[src/rtl/if_id_skid_reg_pkg.sv]
// Shared IF/ID pipeline definitions: skid-buffer states, default NOP encoding
// and the fetch payload record.
package if_id_skid_reg_pkg;

  typedef enum logic [1:0] {
    ST_EMPTY = 2'd0,
    ST_ONE   = 2'd1,
    ST_FULL  = 2'd2
  } skid_state_t;

  localparam logic [31:0] DEFAULT_NOP = 32'h0000_0000;

  typedef struct packed {
    logic [31:0] pc;
    logic [31:0] inst;
  } if_id_t;

  function automatic logic [1:0] occ_of(skid_state_t s);
    logic [1:0] occ;
    occ = 2'd0;
    case (s)
      ST_ONE:  occ = 2'd1;
      ST_FULL: occ = 2'd2;
      default: occ = 2'd0;
    endcase
    return occ;
  endfunction

endpackage

[src/rtl/if_id_skid_reg_skid_buf2.sv]
// Generic 2-entry valid/ready skid buffer with flush and hold. The head entry
// is registered and drives the outputs; the skid entry absorbs one extra beat.
module skid_buf2 #(
  parameter int unsigned    W         = 64,
  parameter logic [W-1:0]   EMPTY_VAL = '0
) (
  input  logic         clk,
  input  logic         rst,
  input  logic         hold,
  input  logic         flush,
  input  logic         in_valid,
  output logic         in_ready,
  input  logic [W-1:0] in_data,
  output logic         out_valid,
  input  logic         out_ready,
  output logic [W-1:0] out_data,
  output logic [1:0]   count
);
  import if_id_skid_reg_pkg::*;

  skid_state_t  state, state_nxt;
  logic [W-1:0] main_q, main_nxt;
  logic [W-1:0] skid_q, skid_nxt;
  logic         accept, deliver;

  // Ready is a function of local state and the stage controls only.
  assign in_ready = ~rst & ~hold & ~flush & (state != ST_FULL);
  assign accept   = in_valid & in_ready;
  assign deliver  = out_valid & out_ready & ~hold & ~flush;
  assign out_data = main_q;

  always_comb begin
    state_nxt = state;
    main_nxt  = main_q;
    skid_nxt  = skid_q;
    if (flush) begin
      state_nxt = ST_EMPTY;
      main_nxt  = EMPTY_VAL;
      skid_nxt  = EMPTY_VAL;
    end else if (!hold) begin
      case (state)
        ST_EMPTY: begin
          if (accept) begin
            state_nxt = ST_ONE;
            main_nxt  = in_data;
          end
        end
        ST_ONE: begin
          if (accept && deliver) begin
            main_nxt = in_data;
          end else if (accept) begin
            state_nxt = ST_FULL;
            skid_nxt  = in_data;
          end else if (deliver) begin
            state_nxt = ST_EMPTY;
            main_nxt  = EMPTY_VAL;
          end
        end
        ST_FULL: begin
          // Head leaves first; the skid beat moves up so order stays FIFO.
          if (deliver) begin
            state_nxt = ST_ONE;
            main_nxt  = skid_q;
            skid_nxt  = EMPTY_VAL;
          end
        end
        default: begin
          state_nxt = ST_EMPTY;
          main_nxt  = EMPTY_VAL;
          skid_nxt  = EMPTY_VAL;
        end
      endcase
    end
  end

  always_ff @(posedge clk or posedge rst) begin
    if (rst) begin
      state     <= ST_EMPTY;
      main_q    <= EMPTY_VAL;
      skid_q    <= EMPTY_VAL;
      out_valid <= 1'b0;
      count     <= 2'd0;
    end else begin
      state     <= state_nxt;
      main_q    <= main_nxt;
      skid_q    <= skid_nxt;
      out_valid <= (state_nxt != ST_EMPTY);
      count     <= occ_of(state_nxt);
    end
  end

endmodule

[src/rtl/if_id_skid_reg.sv]
// IF->ID stage register: skid buffer carrying {pc, inst}, NOP/zero when empty,
// plus a saturating stall counter for performance debug.
module if_id_skid_reg
  import if_id_skid_reg_pkg::*;
#(
  parameter int unsigned         PC_W     = 32,
  parameter int unsigned         INST_W   = 32,
  parameter logic [INST_W-1:0]   NOP_INST = INST_W'(DEFAULT_NOP),
  parameter int unsigned         CNT_W    = 16
) (
  input  logic              clk,
  input  logic              rst,
  input  logic              freeze,
  input  logic              flush,
  input  logic              in_valid,
  output logic              in_ready,
  input  logic [PC_W-1:0]   pc_in,
  input  logic [INST_W-1:0] inst_in,
  output logic              out_valid,
  input  logic              out_ready,
  output logic [PC_W-1:0]   pc_out,
  output logic [INST_W-1:0] inst_out,
  output logic [1:0]        occupancy,
  output logic [CNT_W-1:0]  stall_cnt
);

  localparam int unsigned  W         = PC_W + INST_W;
  localparam logic [W-1:0] EMPTY_VAL = {{PC_W{1'b0}}, NOP_INST};

  logic [W-1:0] payload;
  logic         stalled;

  skid_buf2 #(
    .W         (W),
    .EMPTY_VAL (EMPTY_VAL)
  ) u_skid (
    .clk       (clk),
    .rst       (rst),
    .hold      (freeze),
    .flush     (flush),
    .in_valid  (in_valid),
    .in_ready  (in_ready),
    .in_data   ({pc_in, inst_in}),
    .out_valid (out_valid),
    .out_ready (out_ready),
    .out_data  (payload),
    .count     (occupancy)
  );

  assign pc_out   = payload[W-1 -: PC_W];
  assign inst_out = payload[INST_W-1:0];

  // A stalled cycle is ID backpressure on a live entry or a frozen pipeline.
  assign stalled = (out_valid & ~out_ready) | freeze;

  always_ff @(posedge clk or posedge rst) begin
    if (rst) begin
      stall_cnt <= '0;
    end else if (stalled && (stall_cnt != {CNT_W{1'b1}})) begin
      stall_cnt <= stall_cnt + CNT_W'(1);
    end
  end

endmodule

[config.mk]
export PLATFORM = sky130hd
export DESIGN_NAME = if_id_skid_reg
export DESIGN_NICKNAME = d
export VERILOG_FILES = /design/src/rtl/if_id_skid_reg_pkg.sv /design/src/rtl/if_id_skid_reg_skid_buf2.sv /design/src/rtl/if_id_skid_reg.sv
export SDC_FILE = /design/constraint.sdc
export NUM_CORES = 1
export LEC_CHECK = 0
export ABC_AREA = 1
export CELL_PAD_IN_SITES_DETAIL_PLACEMENT = 1
export CELL_PAD_IN_SITES_GLOBAL_PLACEMENT = 1
export CORE_ASPECT_RATIO = 0.9
export CORE_MARGIN = 2
export CORE_UTILIZATION = 39
export CTS_BUF_LIST = sky130_fd_sc_hd__clkbuf_16
export DETAILED_ROUTE_END_ITERATION = 6
export PLACE_DENSITY_LB_ADDON = 0.1
export SETUP_SLACK_MARGIN = 0.2
export SYNTH_ARGS = -nofsm -noshare
export SYNTH_HDL_FRONTEND = slang
export SYNTH_SLANG_ARGS = --single-unit
[constraint.sdc]
create_clock -name clk -period 13 [get_ports clk]
set_input_delay 2.6 -clock clk [delete_from_list [all_inputs] [get_ports clk]]
set_output_delay 2.6 -clock clk [all_outputs]
set_load 0.005 [all_outputs]
==> results.md <==
* Row count at 46
* CTS tree: yes
* Top post-synthesis cells by area: dfrtp_1 (53%), nand2_1 (30%), o21ai_1 (5.2%)
* Ys Warns at 0
* Pre-antenna DRT Iters at 4
* Max Root-Sink Buffers at 2
* Num CTS Buffers at 17
* Routed len/inst at 15.2 µm
* RSZ-0062 raised after global routing: false
* Ratio of cells with drive above 1 in the final layout at 4.75%
* Die area at roughly 19,000 µm²
* Maximum vdd ir drop at 0.0000989 V
* Worst hold path type: flip-flop to flip-flop
* H-tree Lvls at 4
* Post-CTS sizing at 0
* Nets at around 1,100
* Fillers at 2,225
* Worst-margin pin slew at 1080 ps
* Number of diodes at 0
* Reg2Reg Setup Slack at 10,100 ps
* WP data required at between 10,000 and 15,000 ps
* Routed wl met2 at 9320 µm
* Register area share after synthesis at 53.1%
* Switching Fraction at 28.9%
* DPL Wire Length at 12,300 µm
* Total net switching power at about 0.38 mW
* Status: completed
* Clock power frac at 37.4%
* Crit path DAT at a little over 4000 ps
* Synth Instances at just over 900
* Clock latency on the worst-skew pair at 420 ps
* Sequential fraction of design power at 41.9%
* PortBufs at 153
* Hold EP: u_skid.out_data[31]
* Ratio of final minimum period to clock period at 51.2%
* Largest area contributor in the netlist: dfrtp_1
* Starting Density at 39.9%
* Die Ht at approximately 130 µm
* Tmin final at 6660 ps
* Pwr Total at between 1 and 1.5 mW
* Total gr overflow at 0
* Top-count cell post-synth: nand2_1
* Vias in the first global route at 6,508
* Final Slew Violations at 0
* Maximum clock frequency at 0.150 GHz
* Pwr Density at about 140 nW/µm²
* Die width at 145 µm
* Syn_nets at about 1,000
* Vias/cell at 4.80
* Clock slew at reported path FFs at about 60 ps
* Netlist cell types at 30
* Hold-fix buffers, CTS at 0
* First-pass GRT wire length at 33,700 µm
* Antenna-violating nets left at 0
* Synth-to-Final Area Change at 31.7%
* I/O pin cnt at 154
* Post-Route Skew at 13.2 ps
* FF+latch area at around 3700 µm²
* Final estimated routing congestion in global placement at just over 0.8
* Sink Count at 149
* Worst hold path cell count at 2
* Ys async rst share at 100%
* Met3 wire length at roughly 920 µm
* DRT met1 WL at 9670 µm
* Critical-path maximum fanout at 9
* Commonest cells post-synth: nand2_1 (568), dfrtp_1 (149), o21ai_1 (73)
* Iter 0 DRT Violations at 313
* Part of the power in combinational logic at 20.7%
* Max-Cap Viols at 0
* Syn Area/Cell at 7.55 µm²
* Initial antenna violation count at 0
* Worst R2R Path Depth at 9
* Crit end category: output pin
* Crit Path Category: input pin to output pin
* Largest net degree at the start of global routing at 109
* Routed wire length at 20,000 µm
* Final core occ at 52.5%
* Worst r2r src: u_skid.state[1]
* Post-synth EDFFs at 0
* Multi-input gate area at 2950 µm²
* Clock Tree Root: clkbuf_16
* Core Area at 17,600 µm²
* Top Layer Used: met4
* Register bit count reported by yosys at about 150
* Min-delay src: u_skid.out_data[31]
* Total track usage at 21.8%
* CP Launch Type: input pin
* Final Hold Fails at 0
* Final setup vio count at 0
* Most used DFF post-synth: dfrtp_1
* Via count at 6,309
* Number of setup buffers added after CTS at 0
* Slew HR at between 20% and 30%
* Post-Syn Area at 7030 µm²
* Int Power at 0.944 mW
* Leak at 4.48 nW
* Drt drc at 0
* Setup TNS Final at 0 ps
* Reg-to-reg endpoint: u_skid.out_data[25]
* Post-synth top area share at 53.1%
-- cell usage in the layout (no fill, tap or decap), types with 2 or more instances in the layout --
cell,instances
a21oi_1,3
buf_4,7
bufinv_16,3
clkbuf_16,17
clkdlybuf4s50_1,153
clkinv_2,3
clkinv_4,2
clkinvlp_4,5
dfrtp_1,149
inv_1,22
inv_2,3
nand2_1,567
nand3_1,13
nand4_1,4
nor2_1,15
nor2_4,2
nor3_1,6
o21ai_0,4
o21ai_1,73
xnor2_1,2
xor2_1,8
-- registers in the layout, summed over array words and instances (netlist names) --
name              flops
u_skid.out_data      64
u_skid.skid_q        64
stall_cnt            16
u_skid.count          2
u_skid.state          2
u_skid.out_valid      1
-- layout make-up --
class / count / area share (%)
clock buffer: 17 / 4.60
timing repair buffer: 160 / 17.1
inverter: 25 / 1.08
sequential: 149 / 40.3
multi-input combinational: 708 / 31.9
clock inverter: 15 / 1.80
tap: 240 / 3.25
-- power groups by stage --
stage                     combinational (mW)  clock (mW)  sequential [mW]
final                                  0.275       0.496            0.556
after global routing                   0.308       0.528            0.564
after CTS                              0.280       0.510            0.557
after detailed placement               0.278           0            0.564
after global placement                 0.272           0            0.562
after floorplan                        0.135           0            0.559
-- worst max-delay path: stages --
cell	delay (ps)
clkdlybuf4s50_1	650
nor3_1	270
clkdlybuf4s50_1	540
-- stage by stage --
stage                     instance area, µm²  setup slack, ps  std cells  hold WS [ps]
after floorplan                         7030             6390        931           459
after global placement                  8660             6350       1282           462
after detailed placement                8660             6340       1282           466
after CTS                               9250             6330       1314           482
after global routing                    9250             6270       1314           500
final                                   9250             6340       1314           479
-- worst max-delay path by stage --
stage           start           end  slack [ps]  cells past startpoint
2_1_floorplan     rst  stall_cnt[0]        6390                      1
3_3_place_gp    flush      in_ready        6350                      3
3_5_place_dp    flush      in_ready        6340                      3
4_1_cts         flush      in_ready        6330                      3
5_1_grt        freeze      in_ready        6270                      5
6_report        flush      in_ready        6340                      3
-- per-layer routing --
| layer | global-route usage [%] | up-vias |
|---|---|---|
| li1 | - | 3128 |
| met2 | 35.7 | 113 |
| met5 | 0 | - |
| met1 | 29.9 | 3062 |
| met4 | 3.92 | 0 |
| met3 | 5.38 | 6 |
-- cells by family after synthesis --
| group | share of synthesized area [%] |
|---|---|
| and+or+nand+nor | 34.3 |
| DFF | 53.1 |
| AOI/OAI and AO/OA | 6.02 |
| buffers and inverters | 5.20 |
| xor gates and xnor gates | 1.25 |
| adders and majority gates | 0.178 |
Power figures use the tool's default switching activity.
